===== config.mk =====
export PLATFORM = sky130hd
export DESIGN_NAME = klingon_reader
export DESIGN_NICKNAME = d
export VERILOG_FILES = /design/src/rtl/klingon_pkg.sv /design/src/rtl/klingon_glyph_decode.sv /design/src/rtl/klingon_reader.sv
export SDC_FILE = /design/constraint.sdc
export NUM_CORES = 1
export LEC_CHECK = 0
export BUFFER_PORTS_ARGS = -buffer_cell sky130_fd_sc_hd__clkbuf_2
export CORE_MARGIN = 4
export CORE_UTILIZATION = 41
export DETAILED_ROUTE_END_ITERATION = 12
export PLACE_DENSITY_LB_ADDON = 0.08
export SETUP_SLACK_MARGIN = 0.02
export SLEW_MARGIN = 0
export SYNTH_ARGS = -nofsm -noshare
export SYNTH_HDL_FRONTEND = slang
export SYNTH_SLANG_ARGS = --single-unit

===== constraint.sdc =====
create_clock -name clk -period 3.1 [get_ports clk]
set_input_delay 0.155 -clock clk [delete_from_list [all_inputs] [get_ports clk]]
set_output_delay 0.155 -clock clk [all_outputs]
set_load 0.01 [all_outputs]

===== src/rtl/klingon_pkg.sv =====
// Shared definitions for the Klingon numeral reader: glyph table, digit type
// and FSM state encoding.
package klingon_pkg;

    // Segment pattern of each Klingon numeral glyph, indexed by digit value.
    localparam logic [6:0] KLINGON_GLYPH [10] = '{
        7'h41, 7'h08, 7'h14, 7'h1C, 7'h63,
        7'h36, 7'h2A, 7'h49, 7'h5D, 7'h77
    };

    typedef logic [3:0] digit_t;

    typedef enum logic [1:0] {
        ST_IDLE    = 2'd0,
        ST_COLLECT = 2'd1,
        ST_DRAIN   = 2'd2,
        ST_HOLD    = 2'd3
    } state_t;

endpackage


===== src/rtl/klingon_glyph_decode.sv =====
// Combinational glyph decoder: exact match against the glyph table.
module klingon_glyph_decode
    import klingon_pkg::*;
(
    input  logic [6:0] glyph,
    output digit_t     digit,
    output logic       hit
);

    // Search the table; any pattern not listed is reported as a miss.
    always_comb begin
        digit = '0;
        hit   = 1'b0;
        for (int i = 0; i < 10; i++) begin
            if (glyph == KLINGON_GLYPH[i]) begin
                digit = 4'(i);
                hit   = 1'b1;
            end
        end
    end

endmodule


===== src/rtl/klingon_reader.sv =====
// Klingon numeral reader: accumulates glyphs into a BCD number and presents
// the result until the consumer takes it.
//
// Handshakes: a transfer happens on a rising edge where valid && ready are
// both 1; valid-side signals are held stable by the producer until then, and
// ready never depends combinationally on valid.
module klingon_reader
    import klingon_pkg::*;
#(
    parameter int MAX_DIGITS = 4
) (
    input  logic                    clk,
    input  logic                    reset,
    input  logic [6:0]              in_glyph,
    input  logic                    in_valid,
    input  logic                    in_last,
    output logic                    in_ready,
    output logic [4*MAX_DIGITS-1:0] out_bcd,
    output logic [2:0]              out_count,
    output logic                    out_err,
    output logic                    out_valid,
    input  logic                    out_ready,
    output state_t                  fsm_state
);

    localparam int         W       = 4 * MAX_DIGITS;
    localparam logic [2:0] MAX_CNT = 3'(MAX_DIGITS);

    state_t         state;
    state_t         state_next;
    digit_t         digit;
    logic           hit;
    logic           accept;
    logic           reject;
    logic [W-1:0]   shifted;

    klingon_glyph_decode u_decode (
        .glyph (in_glyph),
        .digit (digit),
        .hit   (hit)
    );

    assign accept    = in_valid && in_ready;
    // A glyph is refused if it is unknown or there is no room left for it.
    assign reject    = !hit || (out_count == MAX_CNT);
    assign shifted   = (out_bcd << 4) | W'(digit);
    assign fsm_state = state;

    // State register.
    always_ff @(posedge clk) begin
        if (reset) state <= ST_IDLE;
        else       state <= state_next;
    end

    // Next-state logic.
    always_comb begin
        state_next = state;
        case (state)
            ST_IDLE, ST_COLLECT: begin
                if (accept) begin
                    if (in_last)     state_next = ST_HOLD;
                    else if (reject) state_next = ST_DRAIN;
                    else             state_next = ST_COLLECT;
                end
            end
            ST_DRAIN: begin
                if (accept && in_last) state_next = ST_HOLD;
            end
            ST_HOLD: begin
                if (out_ready) state_next = ST_IDLE;
            end
            default: state_next = ST_IDLE;
        endcase
    end

    // Handshake outputs decoded from state.
    always_comb begin
        in_ready  = (state != ST_HOLD);
        out_valid = (state == ST_HOLD);
    end

    // Accumulator: append digits, collapse to an error result, clear on take.
    always_ff @(posedge clk) begin
        if (reset) begin
            out_bcd   <= '0;
            out_count <= '0;
            out_err   <= 1'b0;
        end else begin
            case (state)
                ST_IDLE, ST_COLLECT: begin
                    if (accept) begin
                        if (reject) begin
                            out_bcd   <= '0;
                            out_count <= '0;
                            out_err   <= 1'b1;
                        end else begin
                            out_bcd   <= shifted;
                            out_count <= out_count + 3'd1;
                        end
                    end
                end
                ST_HOLD: begin
                    if (out_ready) begin
                        out_bcd   <= '0;
                        out_count <= '0;
                        out_err   <= 1'b0;
                    end
                end
                default: ;
            endcase
        end
    end

endmodule


Word-level counts from Yosys, hierarchy flattened
Index checks and enable logic that the tools add are counted.
{"block": "op_classes", "add_sub_neg": 1, "eq_ne": 19, "mux": 37, "bitwise_logic": 1, "n_reduce_logical": 10}
{"op": "$mux 16", "count": 3}
{"op": "$eq 7x7->1 const B", "count": 5}
{"op": "$pmux 16 s2", "count": 1}
{"op": "$mux 3", "count": 7}
{"op": "$or 16x4->16", "count": 1}
{"op": "$eq 7x5->1 const B", "count": 2}
{"op": "$eq 7x6->1 const B", "count": 2}
{"op": "$mux 1", "count": 14}
{"op": "$mux 2", "count": 7}
{"op": "$mux 4", "count": 2}
{"op": "$ne 2x2->1 const B", "count": 4}
{"op": "$eq 7x4->1 const B", "count": 1}
{"op": "$pmux 2 s3", "count": 1}
{"op": "$pmux 3 s2", "count": 1}
{"op": "$reduce_and 3->1", "count": 2}
{"op": "$eq 2x2->1 const B", "count": 2}
{"op": "$reduce_and 4->1", "count": 1}
{"op": "$add 3x1->3 const B", "count": 1}
{"op": "$eq 3x3->1 const B", "count": 1}
{"op": "$eq 2x1->1 const B", "count": 1}
{"op": "$logic_and 1x1->1", "count": 2}
{"op": "$logic_not 2->1", "count": 1}
{"op": "$ne 2x1->1 const B", "count": 1}
{"op": "$pmux 1 s2", "count": 1}
{"op": "4 further kinds", "count": 4}
{"block": "word_totals", "register_bits": 22, "input_bits": 12, "out_inout_bits": 24, "wordCells": 72}

Depth between registers and ports, before layout
Gate-level depths: netlist (run 1).
{"block": "depth", "depth_word": 17, "depth_mapped": 8}

Cells and area by module
A second synthesis (run 1) with hierarchy kept.
{"block": "hier_totals", "hier_cells": 141, "area_unflattened_um2": 1163.6}
{"module": "klingon_reader", "n_inst": 1, "cells_each": 112, "area_per_inst_um2": 984.7, "seq_area_each_um2": 440.4}
{"module": "klingon_glyph_decode", "n_inst": 1, "cells_each": 29, "area_per_inst_um2": 178.9, "seq_area_each_um2": 0.0}

Worst setup path before layout (run 1)
OpenSTA, ideal clock, no wires.
{"block": "synth_timing", "path_type": "flip-flop to flip-flop", "from": "register out_count[0]", "to": "register out_bcd[9]", "setup_time_ns": 0.062, "arrival_ns": 1.690, "t_required_ns": 3.038, "setup_slack_ns": 1.347, "stages_incl_launch_ff": 9, "path_buffers": 2, "period_less_slack_ns": 1.753, "cell_sequence": "dfxtp_1 inv_1 ha_1 and2_1 clkbuf_1 clkbuf_1 nor4b_1 o21ai_0 nand3_1"}
{"block": "synth_between", "elab_chain_len": 5}
{"element": "from (decl)", "line_no": "klingon_reader.sv:19", "text": "output logic [2:0] out_count,"}
{"element": "from (signal assigned)", "line_no": "klingon_reader.sv:98", "text": "out_count <= out_count + 3'd1;"}
{"element": "$eq 3x3->1", "line_no": "klingon_reader.sv:45", "text": "assign reject = !hit || (out_count == MAX_CNT);"}
{"element": "$logic_or 1x1->1", "line_no": "klingon_reader.sv:45"}
{"element": "$mux 16", "line_no": "klingon_reader.sv:92", "text": "if (reject) begin"}
{"element": "$mux 16", "line_no": "klingon_reader.sv:91", "text": "if (accept) begin"}
{"element": "$pmux 16 s2", "line_no": "klingon_reader.sv:89", "text": "case (state)"}
{"element": "to (signal assigned)", "line_no": "klingon_reader.sv:97", "text": "out_bcd <= shifted;"}
{"element": "to (decl)", "line_no": "klingon_reader.sv:18", "text": "output logic [4*MAX_DIGITS-1:0] out_bcd,"}
Every way passes these cells. The select of a mux whose other input is x is not followed.
A chain may end at the register's enable or synchronous reset.

Worst setup path after layout (run 1)
{"block": "layout_timing", "from": "register out_count[0]", "to": "register out_bcd[7]"}
Same word-level chain as after synthesis.

==> summary.log, run 1 <==
[clocking] clock tree sinks 22
[power_and_ir_drop] leakage power of the design 0.710 nW
[worst_setup_path] slowest cell on the critical path sky130_fd_sc_hd__nor4b_1
[global_route] largest net degree at the start of global routing 30
[finish] filler instances 368
[placement] cell area after placement 1620 sq um
[clocking] cts-stage hold buffer count 0
[global_route] vias in the first global route 1449
[worst_setup_path] maximum fanout along the worst path 17
[worst_setup_path] type of the worst setup path flip-flop to flip-flop
[sta] worst max-slew margin expressed relative to the limit 0.316
[floorplan] die area 4510 sq um
[drt] Total Wirelength 3.96 mm
[logic_synthesis] most frequently used flop master after synthesis sky130_fd_sc_hd__dfxtp_1
[placement] buffers added on ports 35
[worst_setup_path] capture instance of the worst register-to-register path out_bcd[7]
[clocking] Max clock buf depth 2
[floorplan] area of the placeable core 3360 sq um
[sta] worst slew pin tran 1020 ps
[finish] total area of sequential cells 440 sq um
[hold_path] endpoint of the worst hold-timing path fsm_state[1]
[finish] final net count 220
[worst_setup_path] sum of buffers and inverters on the critical path 1
[worst_setup_path] r2r startpoint out_count[0]
[sta] post-route setup slack 1210 ps
[sta] top achievable clock speed 529 MHz
[logic_synthesis] number of synthesized flops with an enable pin 0
[flow_run] total of max-cap violations 0
[hold_path] Worst Hold Class input pin to flip-flop
[power_and_ir_drop] Power Total 0.557 mW
[sta] count of endpoints failing hold in the final timing report 0
[placement] last weighted congestion value of the routability-driven placer 0.846
[power_and_ir_drop] power density relative to cell area 336 nW/um^2
[drt] number of vias in the routed layout 1512
[sta] Slew Viols, Final 0
[logic_synthesis] Mapped Cells 177
[clocking] Setup Fix Bufs, Post-CTS 0
[logic_synthesis] post-synthesis sequential area ratio 0.307
[floorplan] Chip Height 67.1 um
[placement] HPWL after detailed placement 2.64 mm
[clocking] TritonCTS clock tree built
[logic_synthesis] flop and latch count out of synthesis 22
[power_and_ir_drop] Max IR drop VDD 0.136 mV
[worst_setup_path] data arrival at the endpoint of the critical path 2150 ps
[finish] relative area change from synthesis to final layout 15.6%
[clocking] quantity of gates resized following cts 0
[floorplan] effective utilization at floorplan 0.426
[global_route] combined global-route utilization of all metal layers 0.191
[clocking] total CTS buffers 3
[global_route] final global-route overflow total 0
[global_route] number of antenna violations at the first check in global routing 0
[drt] Routed WL per cell 15.8 um
[logic_synthesis] async set-or-reset flop fraction in the synthesized netlist 0
[clocking] clock root buffer sky130_fd_sc_hd__clkbuf_4
[logic_synthesis] synthesized netlist net count 191
[floorplan] FP Rows 21
[hold_path] number of cells on the worst hold path 3
[drt] remaining design rule violation count 0
[finish] area of combinational cells with multiple inputs 918 sq um
[drt] number of iterations in the first detailed-routing pass 4
[sta] Setup TNS 0 ps
[clocking] clock insertion delay at the later pin of the skew report 310 ps
[worst_setup_path] biggest cell delay along the critical path 470 ps
[floorplan] horizontal die dimension 67.1 um
[worst_setup_path] Worst Setup Start Kind flip-flop
[logic_synthesis] cell area after technology mapping 1430 sq um
[placement] pre-CTS setup slack 1220 ps
[finish] fraction of layout cells with a size suffix above 1 0.239
[sta] final setup vio count 0
[logic_synthesis] count of synthesis-stage warnings from yosys 0
[worst_setup_path] r2r worst-path depth 6
[sta] Setup Skew 1.34 ps
[floorplan] io pins 36
[clocking] number of H-tree branching levels 1
[worst_setup_path] CP Cell Sequence inv_1 -> ha_1 -> and2_1 -> nor4b_1 -> o31ai_1 -> nand3_1
[finish] antenna diode count 0
[sta] Period minus WS final 1890 ps
[logic_synthesis] synthesized area per cell 8.10 sq um
[sta] period utilization 0.610
[global_route] first-pass GRT wire length 6.78 mm
[worst_setup_path] kind of capture point of the worst setup path flip-flop
[worst_setup_path] cell family contributing the most delay on the critical path simple AND/OR/NAND/NOR gates
[drt] number of DRC markers after the initial detailed-route iteration 95
[worst_setup_path] CP required 3360 ps
[outcome] outcome completed
[hold_path] startpoint of the most critical hold path in_last
[logic_synthesis] Unique masters post-synth 46
[sta] setup repair after global routing missed its margin no
[clocking] clock transition time at the flip-flop clock pins of the worst setup and hold paths 130 ps
[finish] final standard cell area without fillers 1660 sq um
[worst_setup_path] setup slack on the worst flop-to-flop path 1210 ps
[drt] antenna violation net count after detailed routing 0
[drt] routed via count divided by cell count 6.02
layer usage:
layer	vias to the layer above	routed length, um	track usage
li1	732	-	-
met1	715	1750	0.251
met2	63	1880	0.317
met3	2	304	0.0399
met4	0	19	0.0532
met5	-	0	0
power by group:
group | switching (mW) | internal [mW] | leakage, nW
Combinational | 0.0625 | 0.0341 | 0.511
Sequential | 0.00747 | 0.289 | 0.178
Clock | 0.0924 | 0.0717 | 0.0210
cells in the mapped netlist (2+ instances only):
library cell | n | share of area
sky130_fd_sc_hd__buf_2 | 3 | 0.010
sky130_fd_sc_hd__a21oi_1 | 5 | 0.017
sky130_fd_sc_hd__clkbuf_1 | 8 | 0.021
sky130_fd_sc_hd__and2_1 | 2 | 0.0087
sky130_fd_sc_hd__nor4b_1 | 13 | 0.079
sky130_fd_sc_hd__nand3_1 | 14 | 0.049
sky130_fd_sc_hd__o31ai_1 | 14 | 0.073
sky130_fd_sc_hd__nor4_1 | 2 | 0.0087
sky130_fd_sc_hd__nand3b_1 | 7 | 0.037
sky130_fd_sc_hd__inv_1 | 4 | 0.010
sky130_fd_sc_hd__nor3_1 | 6 | 0.021
sky130_fd_sc_hd__o21ai_0 | 16 | 0.056
sky130_fd_sc_hd__dfxtp_1 | 22 | 0.31
sky130_fd_sc_hd__nand2b_1 | 3 | 0.013
sky130_fd_sc_hd__nand2_1 | 13 | 0.034
sky130_fd_sc_hd__a21boi_0 | 2 | 0.010
sky130_fd_sc_hd__nor2_1 | 7 | 0.018
sky130_fd_sc_hd__or3_1 | 3 | 0.013
sky130_fd_sc_hd__ha_1 | 2 | 0.017
sky130_fd_sc_hd__o21ai_1 | 2 | 0.0070
sky130_fd_sc_hd__nand4bb_1 | 4 | 0.031
stage by stage:
stage               hold slack [ps]  instances  utilization
floorplan                       290        177            -
global placement                438        247        0.482
detailed placement              443        247        0.482
CTS                             106        251        0.493
global route                    126        251        0.493
finish                          115        251        0.493
sequential cells by signal, summed over array words and instances, names as in the netlist:
signal	flops
fsm_state	2
out_bcd	16
out_err	1
out_count	3
logic make-up after synthesis:
kind of cell	after synthesis	synth area share
AND/OR/NAND/NOR	83	0.364
AO/OA/AOI/OAI	51	0.246
flip-flops	22	0.307
buffers and inverters	17	0.0523
adder cells (fa/ha/maj)	2	0.0174
XOR/XNOR	1	0.00611
multiplexers	1	0.00698
worst max-delay path by stage:
| stage | endpoint | startpoint | cells past startpoint | slack (ps) |
|---|---|---|---|---|
| final | out_bcd[7] | out_count[0] | 6 | 1210 |
| after global routing | out_bcd[15] | out_count[0] | 6 | 950 |
| after CTS | out_count[2] | out_count[0] | 6 | 1210 |
| after detailed placement | fsm_state[1] | in_glyph[5] | 5 | 1220 |
| after global placement | fsm_state[1] | in_glyph[5] | 5 | 1270 |
| after floorplan | out_bcd[9] | out_count[0] | 8 | 1350 |
layout by cell type, fill, tap and decap left out, drive strengths merged, types with 2 or more instances in the layout:
master   Yosys  layout
nor4         2       2
a21oi        6       6
inv          4       4
buf          5       2
or3b         2       2
o31ai       14      14
nor4b       13      13
nor3         7       7
or3          3       3
nand3b       7       7
clkbuf       8      39
o21ai       18      18
ha           2       2
nand2       13      13
a211oi       3       3
nand2b       3       3
nor2         7       7
nand3       14      14
nand4bb      4       4
and2         2       2
a21boi       2       2
dfxtp       22      22
worst reg2reg max path: stages, from the launching register on:
cell and delay, ps:
sky130_fd_sc_hd__dfxtp_1 410, sky130_fd_sc_hd__inv_1 90, sky130_fd_sc_hd__ha_1 220, sky130_fd_sc_hd__and2_1 370, sky130_fd_sc_hd__nor4b_1 470, sky130_fd_sc_hd__o31ai_1 160
sky130_fd_sc_hd__nand3_1 120
layout make-up:
cell class / count / share of cell area
multi-input combinational: 138 / 0.554
tap: 46 / 0.0347
clock buffer: 4 / 0.0219
sequential: 22 / 0.266
timing repair buffer: 37 / 0.115
inverter: 4 / 0.00906
(Power assumes the default switching activity.)
==> inputs of run 2 (changes only) <==
- clock period: 3.1 -> 1.96 ns (I/O delays scaled with it)
==> run 2 against run 1 <==
Fmax increased by 3.2%. Clock-buffer cell count is 1 lower. Die area did not move. Largest cell class unchanged.
==> summary.log, run 2 (synthesis gave the netlist of run 1 again) <==
[outcome] outcome completed [unchanged]
[power_and_ir_drop] Switch Pwr 0.245 mW [was 0.162 mW]
[sta] top achievable clock speed 546 MHz [was 529 MHz]
[worst_setup_path] capture instance of the worst register-to-register path out_bcd[4] [was out_bcd[7]]
[global_route] vias in the first global route 1469 [was 1449]
[floorplan] io pins 36 [unchanged]
[sta] count of endpoints failing hold in the final timing report 0 [unchanged]
[hold_path] number of cells on the worst hold path 3 [unchanged]
[placement] number of cells after detailed placement 253 [was 247]
[hold_path] startpoint of the most critical hold path in_last [unchanged]
[power_and_ir_drop] switching part of the total 0.293 [was 0.291]
[clocking] Max clock buf depth 2 [unchanged]
[clocking] clock tree sinks 22 [unchanged]
[drt] remaining design rule violation count 0 [unchanged]
[placement] HPWL after detailed placement 2.85 mm [was 2.64 mm]
[hold_path] endpoint of the worst hold-timing path fsm_state[1] [unchanged]
[global_route] first-pass GRT wire length 6.84 mm [was 6.78 mm]
[clocking] cts-stage hold buffer count 0 [unchanged]
[finish] relative area change from synthesis to final layout 18.1% [was 15.6%]
[clocking] clock transition time at the flip-flop clock pins of the worst setup and hold paths 120 ps [was 130 ps]
[finish] most frequent cells in the layout 35 x sky130_fd_sc_hd__clkbuf_2, 22 x sky130_fd_sc_hd__dfxtp_1, 16 x sky130_fd_sc_hd__o21ai_0 [unchanged]
[floorplan] effective utilization at floorplan 0.426 [unchanged]
[sta] worst slew pin tran 677 ps [was 1020 ps]
[worst_setup_path] slowest cell on the critical path sky130_fd_sc_hd__nor4b_1 [unchanged]
[worst_setup_path] r2r startpoint out_count[0] [unchanged]
[drt] Routed WL per cell 15.4 um [was 15.8 um]
[finish] register with the most flip-flops out_bcd [unchanged]
[power_and_ir_drop] power density relative to cell area 493 nW/um^2 [was 336 nW/um^2]
[clocking] Setup Fix Bufs, Post-CTS 0 [unchanged]
[finish] Post-Layout Cell Count 256 [was 251]
[floorplan] FP Rows 21 [unchanged]
[placement] buffers added on ports 35 [unchanged]
[worst_setup_path] cell family contributing the most delay on the critical path simple AND/OR/NAND/NOR gates [unchanged]
[drt] number of iterations in the first detailed-routing pass 4 [unchanged]
[worst_setup_path] type of the worst setup path flip-flop to flip-flop [unchanged]
[finish] antenna diode count 0 [unchanged]
[floorplan] area of the placeable core 3360 sq um [unchanged]
[power_and_ir_drop] clock network fraction of design power 0.244 [was 0.295]
[placement] pre-CTS setup slack 155 ps [was 1220 ps]
[clocking] quantity of gates resized following cts 0 [unchanged]
[drt] Total Wirelength 3.95 mm [was 3.96 mm]
[sta] Slew Viols, Final 0 [unchanged]
[hold_path] Worst Hold Class input pin to flip-flop [unchanged]
[worst_setup_path] data arrival at the endpoint of the critical path 2080 ps [was 2150 ps]
[sta] Setup TNS 0 ps [unchanged]
[clocking] total CTS buffers 3 [unchanged]
[clocking] clock root buffer sky130_fd_sc_hd__clkbuf_4 [unchanged]
[worst_setup_path] CP Cell Sequence inv_1 -> ha_1 -> and2_1 -> nor4b_1 -> o21ai_0 -> nand3_1 [was inv_1 -> ha_1 -> and2_1 -> nor4b_1 -> o31ai_1 -> nand3_1]
[floorplan] die area 4510 sq um [unchanged]
[drt] number of vias in the routed layout 1508 [was 1512]
[sta] Period minus WS final 1830 ps [was 1890 ps]
[flow_run] total of max-cap violations 0 [unchanged]
[worst_setup_path] setup slack on the worst flop-to-flop path 130 ps [was 1210 ps]
[finish] Largest register FFs 16 [unchanged]
[finish] final net count 226 [was 220]
[sta] post-route setup slack 129 ps [was 1210 ps]
[worst_setup_path] kind of capture point of the worst setup path flip-flop [unchanged]
[global_route] final global-route overflow total 0 [unchanged]
[clocking] number of H-tree branching levels 1 [unchanged]
[global_route] combined global-route utilization of all metal layers 0.190 [was 0.191]
[sta] period utilization 0.934 [was 0.610]
[drt] number of DRC markers after the initial detailed-route iteration 104 [was 95]
[global_route] number of antenna violations at the first check in global routing 0 [unchanged]
[drt] antenna violation net count after detailed routing 0 [unchanged]
[power_and_ir_drop] leakage power of the design 0.733 nW [was 0.710 nW]
[floorplan] horizontal die dimension 67.1 um [unchanged]
[clocking] TritonCTS clock tree built [unchanged]
[finish] fraction of layout cells with a size suffix above 1 0.262 [was 0.239]
[worst_setup_path] sum of buffers and inverters on the critical path 1 [unchanged]
[clocking] clock insertion delay at the later pin of the skew report 300 ps [was 310 ps]
[drt] routed via count divided by cell count 5.89 [was 6.02]
[worst_setup_path] maximum fanout along the worst path 17 [unchanged]
[sta] setup repair after global routing missed its margin yes [was no]
[sta] Setup Skew 6.53 ps [was 1.34 ps]
[finish] most common cell after layout, fill and taps aside sky130_fd_sc_hd__clkbuf_2 [unchanged]
[worst_setup_path] r2r worst-path depth 6 [unchanged]
[placement] last weighted congestion value of the routability-driven placer 0.806 [was 0.846]
[worst_setup_path] biggest cell delay along the critical path 440 ps [was 470 ps]
[global_route] largest net degree at the start of global routing 29 [was 30]
[sta] final setup vio count 0 [unchanged]
[power_and_ir_drop] Max IR drop VDD 0.435 mV [was 0.136 mV]
[worst_setup_path] Worst Setup Start Kind flip-flop [unchanged]
[sta] worst max-slew margin expressed relative to the limit 0.545 [was 0.316]
[floorplan] Chip Height 67.1 um [unchanged]
[power_and_ir_drop] proportion of power drawn by flip-flops and latches 0.560 [was 0.532]
[power_and_ir_drop] internal power 0.591 mW [was 0.395 mW]
[power_and_ir_drop] Power Total 0.836 mW [was 0.557 mW]
[worst_setup_path] CP required 2210 ps [was 3360 ps]
[power_and_ir_drop] portion of total power attributed to combinational logic 0.197 [was 0.173]
==> run 2: changes by cell type in the layout (fill, tap and decap cells not counted) <==
| cell | previous run | this run |
|---|---|---|
| sky130_fd_sc_hd__buf_4 | 2 | 8 |
| sky130_fd_sc_hd__a211oi_1 | 1 | 0 |
| sky130_fd_sc_hd__a211oi_2 | 1 | 2 |
| sky130_fd_sc_hd__clkbuf_8 | 1 | 0 |
==> run 2: power groups by stage <==
stage          registers, mW  logic, mW  clock network (mW)
3_3_place_gp           0.476      0.160                   0
5_1_grt                0.469      0.181               0.227
3_5_place_dp           0.477      0.163                   0
6_report               0.468      0.164               0.204
2_1_floorplan          0.480     0.0916                   0
4_1_cts                0.467      0.164               0.215
==> run 2: layout make-up <==
class / count / area [sq um]
Clock buffer: 3 / 22.5
Fill cell: 370 / 1670
Timing Repair Buffer: 43 / 235
Sequential cell: 22 / 440
Multi-Input combinational cell: 138 / 923
Tap cell: 46 / 57.6
Inverter: 4 / 15.0
==> run 2: how the worst max path moves through the flow <==
stage            startpoint      endpoint  slack, ps  depth (start not counted)
6_report       out_count[0]    out_bcd[4]        130                          6
5_1_grt        out_count[0]   out_bcd[12]        -40                          6
4_1_cts        out_count[0]  out_count[2]        110                          6
3_5_place_dp   out_count[0]  out_count[2]        150                          6
3_3_place_gp   out_count[0]  out_count[2]        270                          6
2_1_floorplan  out_count[0]    out_bcd[9]        210                          8
==> run 2: worst register-to-register path, cell delays in order (launching register included) <==
cell                      delay (ps)
sky130_fd_sc_hd__dfxtp_1         400
sky130_fd_sc_hd__inv_1            90
sky130_fd_sc_hd__ha_1            230
sky130_fd_sc_hd__and2_1          360
sky130_fd_sc_hd__nor4b_1         440
sky130_fd_sc_hd__o21ai_0         160
sky130_fd_sc_hd__nand3_1         100
==> run 2: layer usage <==
layer	up-vias	GRT usage	wire, um
met2	47	0.319	1860
met3	2	0.0383	207
met1	716	0.262	1870
li1	743	-	-
met5	-	0	0
met4	0	0.0177	11
==> run 2: per-stage QoR <==
step / area (sq um) / hold WS (ps) / util
after global routing: 1690 / 111 / 0.504
after CTS: 1690 / 79.2 / 0.502
after detailed placement: 1670 / 407 / 0.496
after floorplan: 1430 / 233 / -
after global placement: 1670 / 393 / 0.496
final: 1690 / 90.1 / 0.504
==> inputs of run 3 (changes only) <==
- BUFFER_PORTS_ARGS: -buffer_cell sky130_fd_sc_hd__clkbuf_2 -> -buffer_cell sky130_fd_sc_hd__buf_2
- CORE_UTILIZATION: 41 -> 35
==> run 3 against run 2 <==
Die area is 15% higher. Clock power is 110% higher. Sequential share of layout area is 0.91 points lower. Non-clock buffer count is 1 higher. Sequential cell count stayed put. Fmax is 1.4% higher. Register-to-register slack better by 30 ps. Clock skew is 5.1 ps lower. Sequential power hardly changed. Cell count is 2.3% higher. Global-route usage is 2.6 points lower. Combinational power hardly changed. Largest power group unchanged.
==> summary.log, run 3 (synthesis gave the netlist of run 1 again) <==
[finish] final net count 227 [was 226]
[finish] Post-Layout Cell Count 262 [was 256]
[worst_setup_path] maximum fanout along the worst path 17 [unchanged]
[drt] Routed WL per cell 16.0 um [was 15.4 um]
[clocking] clock transition time at the flip-flop clock pins of the worst setup and hold paths 90 ps [was 120 ps]
[finish] final standard cell area without fillers 1760 sq um [was 1690 sq um]
[finish] area of combinational cells with multiple inputs 923 sq um [unchanged]
[global_route] vias in the first global route 1350 [was 1469]
[worst_setup_path] Worst Setup Start Kind flip-flop [unchanged]
[drt] number of vias in the routed layout 1517 [was 1508]
[clocking] Setup Fix Bufs, Post-CTS 0 [unchanged]
[floorplan] FP Rows 23 [was 21]
[floorplan] horizontal die dimension 72.0 um [was 67.1 um]
[global_route] largest net degree at the start of global routing 29 [unchanged]
[drt] Total Wirelength 4.18 mm [was 3.95 mm]
[worst_setup_path] kind of capture point of the worst setup path flip-flop [unchanged]
[sta] period utilization 0.921 [was 0.934]
[sta] Period minus WS final 1810 ps [was 1830 ps]
[worst_setup_path] r2r startpoint out_count[0] [unchanged]
[worst_setup_path] setup slack on the worst flop-to-flop path 150 ps [was 130 ps]
[sta] Setup Skew 1.47 ps [was 6.53 ps]
[worst_setup_path] capture point of the worst path out_bcd[4] [unchanged]
[flow_run] total of max-cap violations 0 [unchanged]
[placement] buffers added on ports 35 [unchanged]
[floorplan] area of the placeable core 3970 sq um [was 3360 sq um]
[floorplan] die area 5180 sq um [was 4510 sq um]
[sta] final setup vio count 0 [unchanged]
[sta] count of endpoints failing hold in the final timing report 0 [unchanged]
[worst_setup_path] capture instance of the worst register-to-register path out_bcd[4] [unchanged]
[finish] antenna diode count 0 [unchanged]
[floorplan] effective utilization at floorplan 0.361 [was 0.426]
[global_route] final global-route overflow total 0 [unchanged]
[drt] routed via count divided by cell count 5.79 [was 5.89]
[clocking] TritonCTS clock tree built [unchanged]
[outcome] outcome completed [unchanged]
[floorplan] io pins 36 [unchanged]
[power_and_ir_drop] leakage power of the design 0.776 nW [was 0.733 nW]
[placement] cell area after placement 1680 sq um [was 1670 sq um]
[finish] total area of sequential cells 440 sq um [unchanged]
[sta] setup repair after global routing missed its margin yes [unchanged]
[clocking] total CTS buffers 3 [unchanged]
[power_and_ir_drop] Power Total 1.06 mW [was 0.836 mW]
[sta] worst max-slew margin expressed relative to the limit 0.392 [was 0.545]
[power_and_ir_drop] power density relative to cell area 607 nW/um^2 [was 493 nW/um^2]
[placement] pre-CTS setup slack 156 ps [was 155 ps]
[sta] post-route setup slack 154 ps [was 129 ps]
[worst_setup_path] type of the worst setup path flip-flop to flip-flop [unchanged]
[power_and_ir_drop] Max IR drop VDD 0.387 mV [was 0.435 mV]
[clocking] number of H-tree branching levels 1 [unchanged]
[finish] most common cell after layout, fill and taps aside sky130_fd_sc_hd__buf_2 [was sky130_fd_sc_hd__clkbuf_2]
[drt] remaining design rule violation count 0 [unchanged]
[clocking] clock root buffer sky130_fd_sc_hd__clkbuf_8 [was sky130_fd_sc_hd__clkbuf_4]
[finish] relative area change from synthesis to final layout 22.4% [was 18.1%]
[clocking] clock insertion delay at the later pin of the skew report 260 ps [was 300 ps]
[finish] fraction of layout cells with a size suffix above 1 0.269 [was 0.262]
[worst_setup_path] CP required 2170 ps [was 2210 ps]
[drt] number of iterations in the first detailed-routing pass 4 [unchanged]
[placement] last weighted congestion value of the routability-driven placer 0.832 [was 0.806]
[sta] Slew Viols, Final 0 [unchanged]
[finish] register with the most flip-flops out_bcd [unchanged]
[hold_path] Worst Hold Class input pin to flip-flop [unchanged]
[finish] Largest register FFs 16 [unchanged]
[finish] filler instances 396 [was 370]
[worst_setup_path] data arrival at the endpoint of the critical path 2010 ps [was 2080 ps]
[sta] worst slack on hold paths 108 ps [was 90.1 ps]
[placement] HPWL after detailed placement 2.87 mm [was 2.85 mm]
[sta] worst slew pin tran 905 ps [was 677 ps]
[worst_setup_path] Worst setup startpoint out_count[0] [unchanged]
[finish] most frequent cells in the layout 35 x sky130_fd_sc_hd__buf_2, 22 x sky130_fd_sc_hd__dfxtp_1, 16 x sky130_fd_sc_hd__o21ai_0 [was 35 x sky130_fd_sc_hd__clkbuf_2, 22 x sky130_fd_sc_hd__dfxtp_1, 16 x sky130_fd_sc_hd__o21ai_0]
[clocking] Max clock buf depth 2 [unchanged]
[sta] top achievable clock speed 554 MHz [was 546 MHz]
[global_route] combined global-route utilization of all metal layers 0.164 [was 0.190]
[global_route] first-pass GRT wire length 6.87 mm [was 6.84 mm]
[placement] number of cells after detailed placement 258 [was 253]
[clocking] clock tree sinks 22 [unchanged]
[global_route] number of antenna violations at the first check in global routing 0 [unchanged]
[floorplan] Chip Height 72.0 um [was 67.1 um]
[drt] number of DRC markers after the initial detailed-route iteration 109 [was 104]
[worst_setup_path] r2r worst-path depth 6 [unchanged]
[drt] antenna violation net count after detailed routing 0 [unchanged]
run 3: changes by cell type in the layout (fill, tap and decap cells not counted), sizes merged:
cell and delta:
buf +36, bufinv +1, clkbuf -35
run 3: critical path: stages, from the launching register on:
cell,delay [ps]
sky130_fd_sc_hd__dfxtp_1,380
sky130_fd_sc_hd__inv_1,80
sky130_fd_sc_hd__ha_1,210
sky130_fd_sc_hd__and2_1,370
sky130_fd_sc_hd__nor4b_1,420
sky130_fd_sc_hd__o21ai_0,160
sky130_fd_sc_hd__nand3_1,120
run 3: layout make-up:
cell class | instances | share of cell area
Inverter | 4 | 0.00855
Timing Repair Buffer | 44 | 0.138
Tap cell | 50 | 0.0356
Multi-Input combinational cell | 138 | 0.526
Clock buffer | 3 | 0.0235
Sequential cell | 22 | 0.251
Clock inverter | 1 | 0.0171
run 3: worst min path at each step:
stage / slack (ps) / endpoint / from / cells past startpoint
2_1_floorplan: 230 / fsm_state[1] / in_last / 2
3_3_place_gp: 380 / fsm_state[1] / in_last / 3
3_5_place_dp: 370 / fsm_state[1] / in_last / 3
4_1_cts: 100 / fsm_state[1] / in_last / 3
5_1_grt: 140 / fsm_state[1] / in_last / 3
6_report: 110 / fsm_state[1] / in_last / 3
run 3: timing repair:
item | 4_1_cts | 5_1_grt
hold buffers | 0 | 0
setup endpoints to repair | 0 | 6
gates resized for setup | 0 | 2
run 3: per-stage QoR:
stage,TNS (ps),utilization
after detailed placement,0,0.423
after global placement,0,0.423
after floorplan,0,-
after CTS,0,0.441
after global routing,-89.8,0.442
final,0,0.442
run 3: report_power, final:
part	switching [mW]	total [mW]	internal (mW)
combinational	0.102	0.165	0.0630
clock	0.161	0.434	0.273
sequential	0.0102	0.466	0.456
run 3: metal layers:
layer | track usage | up-vias | part of all wire
met2 | 0.268 | 49 | 0.49
met3 | 0.0332 | 2 | 0.050
met5 | 0 | - | 0
met1 | 0.234 | 723 | 0.46
li1 | - | 743 | -
met4 | 0.0125 | 0 | 0.0031
